--- src/rtl/crc_pkg.sv ---
// Shared CRC engine types, standard polynomial presets and sizing helpers.
package crc_pkg;

  typedef enum logic [1:0] {
    ST_IDLE   = 2'd0,
    ST_DATA   = 2'd1,
    ST_APPEND = 2'd2
  } crc_state_e;

  // CRC-16/CCITT-FALSE
  localparam logic [15:0] CRC16_CCITT_POLY = 16'h1021;
  localparam logic [15:0] CRC16_CCITT_INIT = 16'hFFFF;

  // CRC-8/ATM
  localparam logic [7:0]  CRC8_ATM_POLY    = 8'h07;
  localparam logic [7:0]  CRC8_ATM_INIT    = 8'h00;

  // CRC-32 (normal form, non-reflected register)
  localparam logic [31:0] CRC32_POLY       = 32'h04C1_1DB7;
  localparam logic [31:0] CRC32_INIT       = 32'hFFFF_FFFF;

  // Number of output beats needed to carry one CRC value.
  function automatic int unsigned crc_beats(input int unsigned crc_w,
                                            input int unsigned data_w);
    return crc_w / data_w;
  endfunction

endpackage

--- src/rtl/crc_stream_engine_if.sv ---
// Framed valid/ready stream pair: upstream payload in, downstream payload+CRC out.
interface crc_stream_engine_if #(
  parameter int unsigned DATA_W = 8
);

  logic              in_valid;
  logic              in_ready;
  logic [DATA_W-1:0] in_data;
  logic              in_last;

  logic              out_valid;
  logic              out_ready;
  logic [DATA_W-1:0] out_data;
  logic              out_last;

  // Source of input frames and sink of output frames.
  modport master (
    output in_valid, in_data, in_last, out_ready,
    input  in_ready, out_valid, out_data, out_last
  );

  // The CRC engine.
  modport slave (
    input  in_valid, in_data, in_last, out_ready,
    output in_ready, out_valid, out_data, out_last
  );

endinterface

--- src/rtl/crc_next_comb.sv ---
// Combinational unrolled LFSR: advances a CRC register by one DATA_W-bit beat, MSB first.
module crc_next_comb #(
  parameter int unsigned             DATA_W = 8,
  parameter int unsigned             CRC_W  = 16,
  parameter logic [CRC_W-1:0]        POLY   = CRC_W'(16'h1021)
) (
  input  logic [CRC_W-1:0]  i_crc,
  input  logic [DATA_W-1:0] i_data,
  output logic [CRC_W-1:0]  o_crc_c
);

  logic [CRC_W-1:0] w_reg;
  logic             w_fb;

  // DATA_W serial shift steps, no reflection.
  always_comb begin
    w_reg = i_crc;
    w_fb  = 1'b0;
    for (int i = int'(DATA_W) - 1; i >= 0; i--) begin
      w_fb  = w_reg[CRC_W-1] ^ i_data[i];
      w_reg = {w_reg[CRC_W-2:0], 1'b0} ^ (w_fb ? POLY : '0);
    end
    o_crc_c = w_reg;
  end

endmodule

--- src/rtl/crc_stream_engine.sv ---
// Streaming CRC generator (appends CRC) / checker (validates trailing CRC) with backpressure.
module crc_stream_engine
  import crc_pkg::*;
#(
  parameter int unsigned      DATA_W  = 8,
  parameter int unsigned      CRC_W   = 16,
  parameter logic [CRC_W-1:0] POLY    = CRC_W'(CRC16_CCITT_POLY),
  parameter logic [CRC_W-1:0] INIT    = CRC_W'(CRC16_CCITT_INIT),
  parameter logic [CRC_W-1:0] XOR_OUT = '0,
  parameter logic [CRC_W-1:0] RESIDUE = '0
) (
  input  logic                i_clk,
  input  logic                i_rst,
  input  logic                i_mode,
  crc_stream_engine_if.slave  s_if,
  output logic [CRC_W-1:0]    o_crc_value,
  output logic                o_crc_done,
  output logic                o_crc_ok
);

  localparam int unsigned N_BEATS = crc_beats(CRC_W, DATA_W);
  localparam int unsigned IDX_W   = $clog2(N_BEATS + 1);

  // Reject widths where the CRC cannot be split into whole beats.
  if ((CRC_W % DATA_W) != 0) begin : g_bad_width
    $error("crc_stream_engine: CRC_W must be an integer multiple of DATA_W");
  end

  crc_state_e        r_state;
  crc_state_e        w_state_next;
  logic [CRC_W-1:0]  r_crc;
  logic              r_mode;
  logic [IDX_W-1:0]  r_idx;
  logic              r_out_valid;
  logic [DATA_W-1:0] r_out_data;
  logic              r_out_last;
  logic [CRC_W-1:0]  r_crc_value;
  logic              r_crc_done;
  logic              r_crc_ok;

  logic              w_out_free;
  logic              w_in_ready;
  logic              w_accept;
  logic              w_mode_eff;
  logic [CRC_W-1:0]  w_crc_cur;
  logic [CRC_W-1:0]  w_crc_upd;
  logic [CRC_W-1:0]  w_crc_fin;
  logic [DATA_W-1:0] w_slice;
  logic              w_app_load;
  logic              w_app_done;
  logic              w_chk_done;

  // Handshake and control strobes.
  assign w_out_free = ~r_out_valid | s_if.out_ready;
  assign w_in_ready = (r_state != ST_APPEND) & w_out_free;
  assign w_accept   = s_if.in_valid & w_in_ready;
  assign w_mode_eff = (r_state == ST_IDLE) ? i_mode : r_mode;
  assign w_crc_cur  = (r_state == ST_IDLE) ? INIT : r_crc;
  assign w_crc_fin  = r_crc ^ XOR_OUT;
  assign w_app_load = (r_state == ST_APPEND) & w_out_free & (r_idx != IDX_W'(N_BEATS));
  assign w_app_done = (r_state == ST_APPEND) & w_out_free & (r_idx == IDX_W'(N_BEATS));
  assign w_chk_done = w_accept & s_if.in_last & w_mode_eff;

  crc_next_comb #(
    .DATA_W (DATA_W),
    .CRC_W  (CRC_W),
    .POLY   (POLY)
  ) u_next (
    .i_crc   (w_crc_cur),
    .i_data  (s_if.in_data),
    .o_crc_c (w_crc_upd)
  );

  // Select the CRC slice for the current append beat, most significant first.
  always_comb begin
    w_slice = '0;
    for (int unsigned k = 0; k < N_BEATS; k++) begin
      if (r_idx == IDX_W'(k)) begin
        w_slice = w_crc_fin[CRC_W-1-k*DATA_W -: DATA_W];
      end
    end
  end

  // State register.
  always_ff @(posedge i_clk) begin
    if (i_rst) begin
      r_state <= ST_IDLE;
    end else begin
      r_state <= w_state_next;
    end
  end

  // Next-state decode.
  always_comb begin
    w_state_next = r_state;
    unique case (r_state)
      ST_IDLE, ST_DATA: begin
        if (w_accept) begin
          if (s_if.in_last) begin
            w_state_next = w_mode_eff ? ST_IDLE : ST_APPEND;
          end else begin
            w_state_next = ST_DATA;
          end
        end
      end
      ST_APPEND: begin
        if (w_app_done) begin
          w_state_next = ST_IDLE;
        end
      end
      default: w_state_next = ST_IDLE;
    endcase
  end

  // CRC register, output stage and result registers.
  always_ff @(posedge i_clk) begin
    if (i_rst) begin
      r_crc       <= INIT;
      r_mode      <= 1'b0;
      r_idx       <= '0;
      r_out_valid <= 1'b0;
      r_out_data  <= '0;
      r_out_last  <= 1'b0;
      r_crc_value <= '0;
      r_crc_done  <= 1'b0;
      r_crc_ok    <= 1'b0;
    end else begin
      r_crc_done <= 1'b0;

      if (w_accept) begin
        r_mode      <= w_mode_eff;
        r_crc       <= w_chk_done ? INIT : w_crc_upd;
        r_out_valid <= 1'b1;
        r_out_data  <= s_if.in_data;
        r_out_last  <= w_mode_eff & s_if.in_last;
      end else if (w_app_load) begin
        r_out_valid <= 1'b1;
        r_out_data  <= w_slice;
        r_out_last  <= (r_idx == IDX_W'(N_BEATS - 1));
        r_idx       <= r_idx + IDX_W'(1);
      end else if (s_if.out_ready) begin
        r_out_valid <= 1'b0;
      end

      if (w_chk_done) begin
        r_crc_done  <= 1'b1;
        r_crc_ok    <= (w_crc_upd == RESIDUE);
        r_crc_value <= w_crc_upd ^ XOR_OUT;
      end

      if (w_app_done) begin
        r_crc_done  <= 1'b1;
        r_crc_value <= w_crc_fin;
        r_crc       <= INIT;
        r_idx       <= '0;
      end
    end
  end

  assign s_if.in_ready  = w_in_ready;
  assign s_if.out_valid = r_out_valid;
  assign s_if.out_data  = r_out_data;
  assign s_if.out_last  = r_out_last;
  assign o_crc_value    = r_crc_value;
  assign o_crc_done     = r_crc_done;
  assign o_crc_ok       = r_crc_ok;

endmodule

--- src/flat_wrapper.sv ---
// flat-port wrapper written by rule: the top's interface ports become plain ports
module crc_stream_engine_flat import crc_pkg::*;
#(
  parameter int unsigned      DATA_W  = 8,
  parameter int unsigned      CRC_W   = 16,
  parameter logic [CRC_W-1:0] POLY    = CRC_W'(CRC16_CCITT_POLY),
  parameter logic [CRC_W-1:0] INIT    = CRC_W'(CRC16_CCITT_INIT),
  parameter logic [CRC_W-1:0] XOR_OUT = '0,
  parameter logic [CRC_W-1:0] RESIDUE = '0
)
  (i_clk, i_rst, i_mode, o_crc_value, o_crc_done, o_crc_ok, s_if_in_valid, s_if_in_data, s_if_in_last, s_if_out_ready, s_if_in_ready, s_if_out_valid, s_if_out_data, s_if_out_last);
  crc_stream_engine_if #(.DATA_W(DATA_W)) s_if_i ();
  input  logic i_clk;
  input  logic i_rst;
  input  logic i_mode;
  output logic [CRC_W-1:0] o_crc_value;
  output logic o_crc_done;
  output logic o_crc_ok;
  input wire logic [$bits(s_if_i.in_valid)-1:0] s_if_in_valid;
  input wire logic [$bits(s_if_i.in_data)-1:0] s_if_in_data;
  input wire logic [$bits(s_if_i.in_last)-1:0] s_if_in_last;
  input wire logic [$bits(s_if_i.out_ready)-1:0] s_if_out_ready;
  output wire logic [$bits(s_if_i.in_ready)-1:0] s_if_in_ready;
  output wire logic [$bits(s_if_i.out_valid)-1:0] s_if_out_valid;
  output wire logic [$bits(s_if_i.out_data)-1:0] s_if_out_data;
  output wire logic [$bits(s_if_i.out_last)-1:0] s_if_out_last;
  assign s_if_i.in_valid = s_if_in_valid;
  assign s_if_i.in_data = s_if_in_data;
  assign s_if_i.in_last = s_if_in_last;
  assign s_if_i.out_ready = s_if_out_ready;
  assign s_if_in_ready = s_if_i.in_ready;
  assign s_if_out_valid = s_if_i.out_valid;
  assign s_if_out_data = s_if_i.out_data;
  assign s_if_out_last = s_if_i.out_last;
  crc_stream_engine #(.DATA_W(DATA_W), .CRC_W(CRC_W), .POLY(POLY), .INIT(INIT), .XOR_OUT(XOR_OUT), .RESIDUE(RESIDUE)) u_core (.i_clk(i_clk), .i_rst(i_rst), .i_mode(i_mode), .s_if(s_if_i), .o_crc_value(o_crc_value), .o_crc_done(o_crc_done), .o_crc_ok(o_crc_ok));
endmodule
--- config.mk ---
export PLATFORM = sky130hd
export DESIGN_NAME = crc_stream_engine_flat
export DESIGN_NICKNAME = d
export VERILOG_FILES = /design/src/rtl/crc_pkg.sv /design/src/rtl/crc_stream_engine_if.sv /design/src/rtl/crc_next_comb.sv /design/src/rtl/crc_stream_engine.sv /design/src/flat_wrapper.sv
export SDC_FILE = /design/constraint.sdc
export NUM_CORES = 1
export LEC_CHECK = 0
export ABC_AREA = 1
export CAP_MARGIN = 20
export CORE_MARGIN = 8
export CORE_UTILIZATION = 54
export DETAILED_ROUTE_END_ITERATION = 6
export GPL_TIMING_DRIVEN = 0
export PLACE_DENSITY = 0.83
export SLEW_MARGIN = 20
export SYNTH_ARGS = -nofsm -noshare
export SYNTH_HDL_FRONTEND = slang
export SYNTH_SLANG_ARGS = --single-unit
--- constraint.sdc ---
create_clock -name i_clk -period 2 [get_ports i_clk]
set_input_delay 0.3 -clock i_clk [delete_from_list [all_inputs] [get_ports i_clk]]
set_output_delay 0.3 -clock i_clk [all_outputs]
set_load 0.005 [all_outputs]
Word level (Yosys, flattened, before mapping). Index checks and enable logic that the tools add are counted.

Register bits after elaboration: 49. Latch bits: 0. Bits in writable memories: 0. Bits in read-only memories: 0. Bits of input ports: 14. Word-level logic and storage cells: 85. Memories: 0.

Add/subtract/negate cells: 1. $mul: 0. Divide/modulo/power cells: 0. Order comparisons: 0. Eq/ne operators: 8. Shift-type cells: 0. Multiplexer cells: 29. Bitwise logic cells: 27. Reductions and logical operators: 10.

Operators with widths (count): $xor A16 B13 Y16 (8); $mux W13 (8); $mux W16 (4); $mux W8 (4); $logic_not A16 Y1 (1); $and A1 B1 Y1 (8); $mux W1 (8); $mux W2 (4); $xor A1 B1 Y1 (8); $eq A2 B1 Y1 const B (2); $eq A2 B2 Y1 const B (2); $logic_not A2 Y1 (2); $ne A2 B1 Y1 const B (2); $ne A2 B2 Y1 const B (2); $pmux W2 S2 (1); $reduce_and A2 Y1 (2); $reduce_bool A2 Y1 (2); $reduce_or A2 Y1 (2); $reduce_bool A3 Y1 (1); $add A2 B1 Y2 const B (1); $not A1 Y1 (2); $or A1 B1 Y1 (1).

Logic depth before layout (Yosys ltp).
Depth after elaboration: 28. Mapped depth: 15. Depth with buffers taken out: 15.

Modules after synthesis. A second synthesis with hierarchy kept.

Cells, all modules: 472. Area, all modules: 2944.1 um^2.

By module, submodules not included: crc_stream_engine (times used 1, cells an instance 363, area an instance 2466.1 um^2); crc_next_comb (times used 1, cells an instance 109, area an instance 478.0 um^2).

Worst setup path before layout. Ideal clock, no wire load.

Path kind: register -> register. From: reg u_core.r_state[0]. To: reg u_core.r_crc_value[12] (netlist: u_core.o_crc_value[12]). Setup time: 0.134 ns. Arrival time: 1.422 ns. Data required time: 1.866 ns. Setup slack: 0.444 ns. Stages on the path, launching flop included: 12. Buffers on the path: 1. Cell sequence: dfxtp_1 inv_1 nand2_1 nor2_1 inv_2 nor2_4 inv_2 nand2_2 inv_2 buf_4 nand2_1 a31oi_1.

Longest elaborated chain between the ends: 16.

Ends and longest elaborated chain: start, declared (line crc_stream_engine.sv:29) `crc_state_e r_state;`; start signal, assigned (line crc_stream_engine.sv:89) `r_state <= w_state_next;`; $logic_not A2 Y1 (line crc_stream_engine.sv:57, crc_stream_engine.sv:58); $mux W16 (line crc_stream_engine.sv:58) `assign w_crc_cur = (r_state == ST_IDLE) ? INIT : r_crc;`; $xor A16 B13 Y16 (3 in a row) (line crc_next_comb.sv:21) `w_reg = {w_reg[CRC_W-2:0], 1'b0} ^ (w_fb ? POLY : '0);`; $xor A1 B1 Y1 (line crc_next_comb.sv:20) `w_fb = w_reg[CRC_W-1] ^ i_data[i];`; $mux W13 (line crc_next_comb.sv:21); $xor A16 B13 Y16 (4 in a row) (line crc_next_comb.sv:21); $xor A1 B1 Y1 (line crc_next_comb.sv:20); $mux W13 (line crc_next_comb.sv:21); $xor A16 B13 Y16 (line crc_next_comb.sv:21); $mux W16 (line crc_stream_engine.sv:145) `if (w_chk_done) begin`; $mux W16 (line crc_stream_engine.sv:151) `if (w_app_done) begin`; end signal, assigned (line crc_stream_engine.sv:148) `r_crc_value <= w_crc_upd ^ XOR_OUT;`; end signal, assigned (line crc_stream_engine.sv:153) `r_crc_value <= w_crc_fin;`; end, declared (line crc_stream_engine.sv:37) `logic [CRC_W-1:0] r_crc_value;`.

Several ways; a longest one is shown, not always the timed one. The select of a mux whose other input is x is not followed. A chain may end at the register's enable or synchronous reset.

Final worst setup path.
From: in s_if_out_ready. To: out s_if_in_ready.

Longest elaborated chain between the ends: 2.

Ends and longest elaborated chain: start, declared (line flat_wrapper.sv:22) `input wire logic [$bits(s_if_i.out_ready)-1:0] s_if_out_ready;`; $or A1 B1 Y1 (line crc_stream_engine.sv:54) `assign w_out_free = ~r_out_valid | s_if.out_ready;`; $and A1 B1 Y1 (line crc_stream_engine.sv:55) `assign w_in_ready = (r_state != ST_APPEND) & w_out_free;`; end, declared (line flat_wrapper.sv:23) `output wire logic [$bits(s_if_i.in_ready)-1:0] s_if_in_ready;`.

No other way between the ends.

==> flow_summary_export.csv <==
group,metric,value,unit
status,status,"finished clean",
finish,antenna_cells,0,
routing,vias_per_cell,5.39,
clock_tree,holdBufCountCts,0,
logic_synthesis,syn_nets,435,
logic_synthesis,synth_top_area_cell,"dfxtp_1",
logic_synthesis,synth_area,0.00271,mm^2
routing,wl,7680,um
logic_synthesis,synth_top_family_by_area,"simple AND/OR/NAND/NOR gates",
logic_synthesis,synth.most_common_cell,"nand2_1",
floorplanning,io_pins,43,
sta,rsz0062_at_grt,"true",
worst_setup_path,r2r_cells,11,
sta,setup_slack,0.115,ns
logic_synthesis,seq_area_frac_synth,0.361,
global_routing,grt_pass1_wl,12500,um
logic_synthesis,ys_top_cells_by_area,"dfxtp_1, nand2_1, inv_1",
worst_setup_path,path_max_fanout,3,
logic_synthesis,yosys-top-cells-count,"nand2_1, dfxtp_1, inv_1",
power_and_ir_drop,power_density,749,mW/mm^2
worst_setup_path,cp-start-kind,"input pin",
worst_setup_path,cp.required,1.70,ns
worst_setup_path,worstSetupPathType,"in2out",
hold_path,holdPathStages,2,
place,gp_congestion,0.965,
flow_run,cap_violations,0,
hold_path,hold_path_class,"reg2reg",
logic_synthesis,yosysWarnings,0,
routing,drt_first_pass_iters,5,
clock_tree,cts_buffer_depth,2,
finish,fin_util,0.680,
floorplanning,dieArea,0.00755,mm^2
floorplanning,fp-row-count,26,
logic_synthesis,synth_cell_types,30,
global_routing,antenna_found_initial,0,
logic_synthesis,synth_async_sr_flop_share,0,
clock_tree,cts.sinks,49,
logic_synthesis,synth_seq_cells,49,
sta,hold_viol,0,
clock_tree,clk_pin_slew_worst_paths,0.10,ns
logic_synthesis,netlist_instances,418,
floorplanning,core_area,0.00498,mm^2
power_and_ir_drop,ir_drop,461,uV
routing,drc,0,
place,place.port_buffers,42,
finish,syn_to_final_growth,24.7,%
sta,post-route-min-period,1.89,ns
clock_tree,clk_root_buffer_cell,"clkbuf_8",
sta,slew_headroom,0.602,
sta,max_freq,0.530,GHz
logic_synthesis,yosys.area_share.adder,0.0138,
sta,tightest_slew,0.597,ns
logic_synthesis,synth_flop_cell,"dfxtp_1",
logic_synthesis,syn_avg_cell_area,6.49,um^2
sta,slew_violations,0,
routing,ant_nets,0,
routing,routed-via-count,2927,
place,dp_hpwl,5770,um
power_and_ir_drop,power.total,2.54,mW
sta,period_share,0.943,
logic_synthesis,synth_simple_gate_area_share,0.342,
clock_tree,cts_tree,"built",
worst_setup_path,cp.arrival,1.59,ns
finish,final.fill_count,441,
routing,post_drt_wl_per_cell,14.1,um
floorplanning,die_w,86.9,um
sta,setup_violations,0,
finish,drive_gt1_frac,0.106,
routing,drtIter0Drc,207,
power_and_ir_drop,p_leak,1.50,nW
logic_synthesis,synth_edf_count,0,
finish,finalNetCount,489,
floorplanning,initial_core_util,0.545,
sta,hold_ws,0.474,ns
worst_setup_path,end_kind,"output port",
logic_synthesis,synth_top_area_share,0.361,
clock_tree,cts_buffers,5,
clock_tree,htreeDepth,2,
global_routing,grt_use_total,0.209,
clock_tree,clk_latency,0.31,ns
place,dp_worst_setup_slack,-0.165,ns
floorplanning,die_h,86.9,um
global_routing,grt_max_degree,17,
logic_synthesis,yosys-mux-area-fraction,0,
global_routing,grt-ovfl-total,0,
logic_synthesis,synth_compound_area_frac,0.175,
logic_synthesis,synthXorXnorAreaFrac,0.0129,
sta,clock_skew,0.0123,ns
global_routing,grt_pass1_vias,2738,
## power by group
group | total, mW | switching [mW] | internal [mW] | leakage, nW
registers | 1.14 | 0.0737 | 1.06 | 0.404
clock network | 0.729 | 0.354 | 0.375 | 0.0543
logic | 0.670 | 0.397 | 0.273 | 1.04
total | 2.54 | 0.825 | 1.71 | 1.50
## metrics by stage
step | cells | TNS, ns | cell area [um^2]
finish | 543 | 0 | 3380
floorplan | 418 | 0 | 2710
CTS | 538 | 0 | 3340
global placement | 530 | -1.88 | 3220
global route | 543 | -0.166 | 3380
detailed placement | 530 | -2.78 | 3220
## kinds of logic (layout without fill, tap and decap cells)
family	Yosys count	after routing
compound gates	82	82
flops	49	49
xor+xnor	4	4
fa+ha+maj	3	3
simple gates	217	217
buf+inv	63	118
## state kept, by name, summed over array words and instances (netlist names), 2 cells and up
register and flops:
u_core.o_crc_value 16, u_core.r_crc 16, u_core.r_idx 2, u_core.r_state 2, u_core.s_if.out_data 8
## path summary, 6_finish.rpt
path / from / endpoint / slack [ns]
worst max-delay path: s_if_out_ready / s_if_in_ready / 0.11
worst max register to register: u_core.r_state[0] / u_core.o_crc_value[7] / 0.13
worst min register to register: u_core.r_mode / u_core.r_mode / 0.47
worst min-delay path: u_core.r_mode / u_core.r_mode / 0.47
## metal layers
metal  vias to the layer above  part of all wire  track usage
li1                       1446                 -            -
met1                      1303              0.42        0.247
met2                       152              0.46        0.345
met3                        26             0.092       0.0566
met4                         0             0.028       0.0970
met5                         -                 0            0
## layout by cell type, fill, tap and decap left out, types with 3 or more instances in the layout
cell,synthesis,final
nand2_1,141,141
dfxtp_1,49,47
inv_1,42,42
clkdlybuf4s50_1,0,42
nor2_1,38,37
o21ai_0,29,29
a21oi_1,19,19
nand2_2,15,15
o211ai_1,14,14
nand3_1,13,13
a31oi_1,13,13
buf_4,3,8
clkbuf_1,6,6
inv_2,5,5
clkbuf_8,0,5
nor2_4,3,4
xor2_1,4,4
buf_1,3,3
buf_2,3,3
ha_1,3,3
## critical path, stage by stage
cell             delay, ns
clkdlybuf4s50_1       0.40
nor2_1                0.22
inv_1                 0.08
nand2_2               0.09
inv_1                 0.04
clkdlybuf4s50_1       0.44
## area by class of cell
type                            count  area [um^2]  share of cell area
Buffer                             16         82.6              0.0244
Clock buffer                        5         68.8              0.0203
Clock inverter                      3         46.3              0.0137
Inverter                           47          176              0.0521
Multi-Input combinational cell    306         1480               0.438
Sequential cell                    49          983               0.291
Tap cell                           70         87.6              0.0259
Timing Repair Buffer               47          458               0.135
## what timing repair did
action                                  CTS  global route
gates resized for setup                   0             4
endpoints found under the setup margin    0            23
setup buffers                             0             5
(Power assumes the default switching activity.)
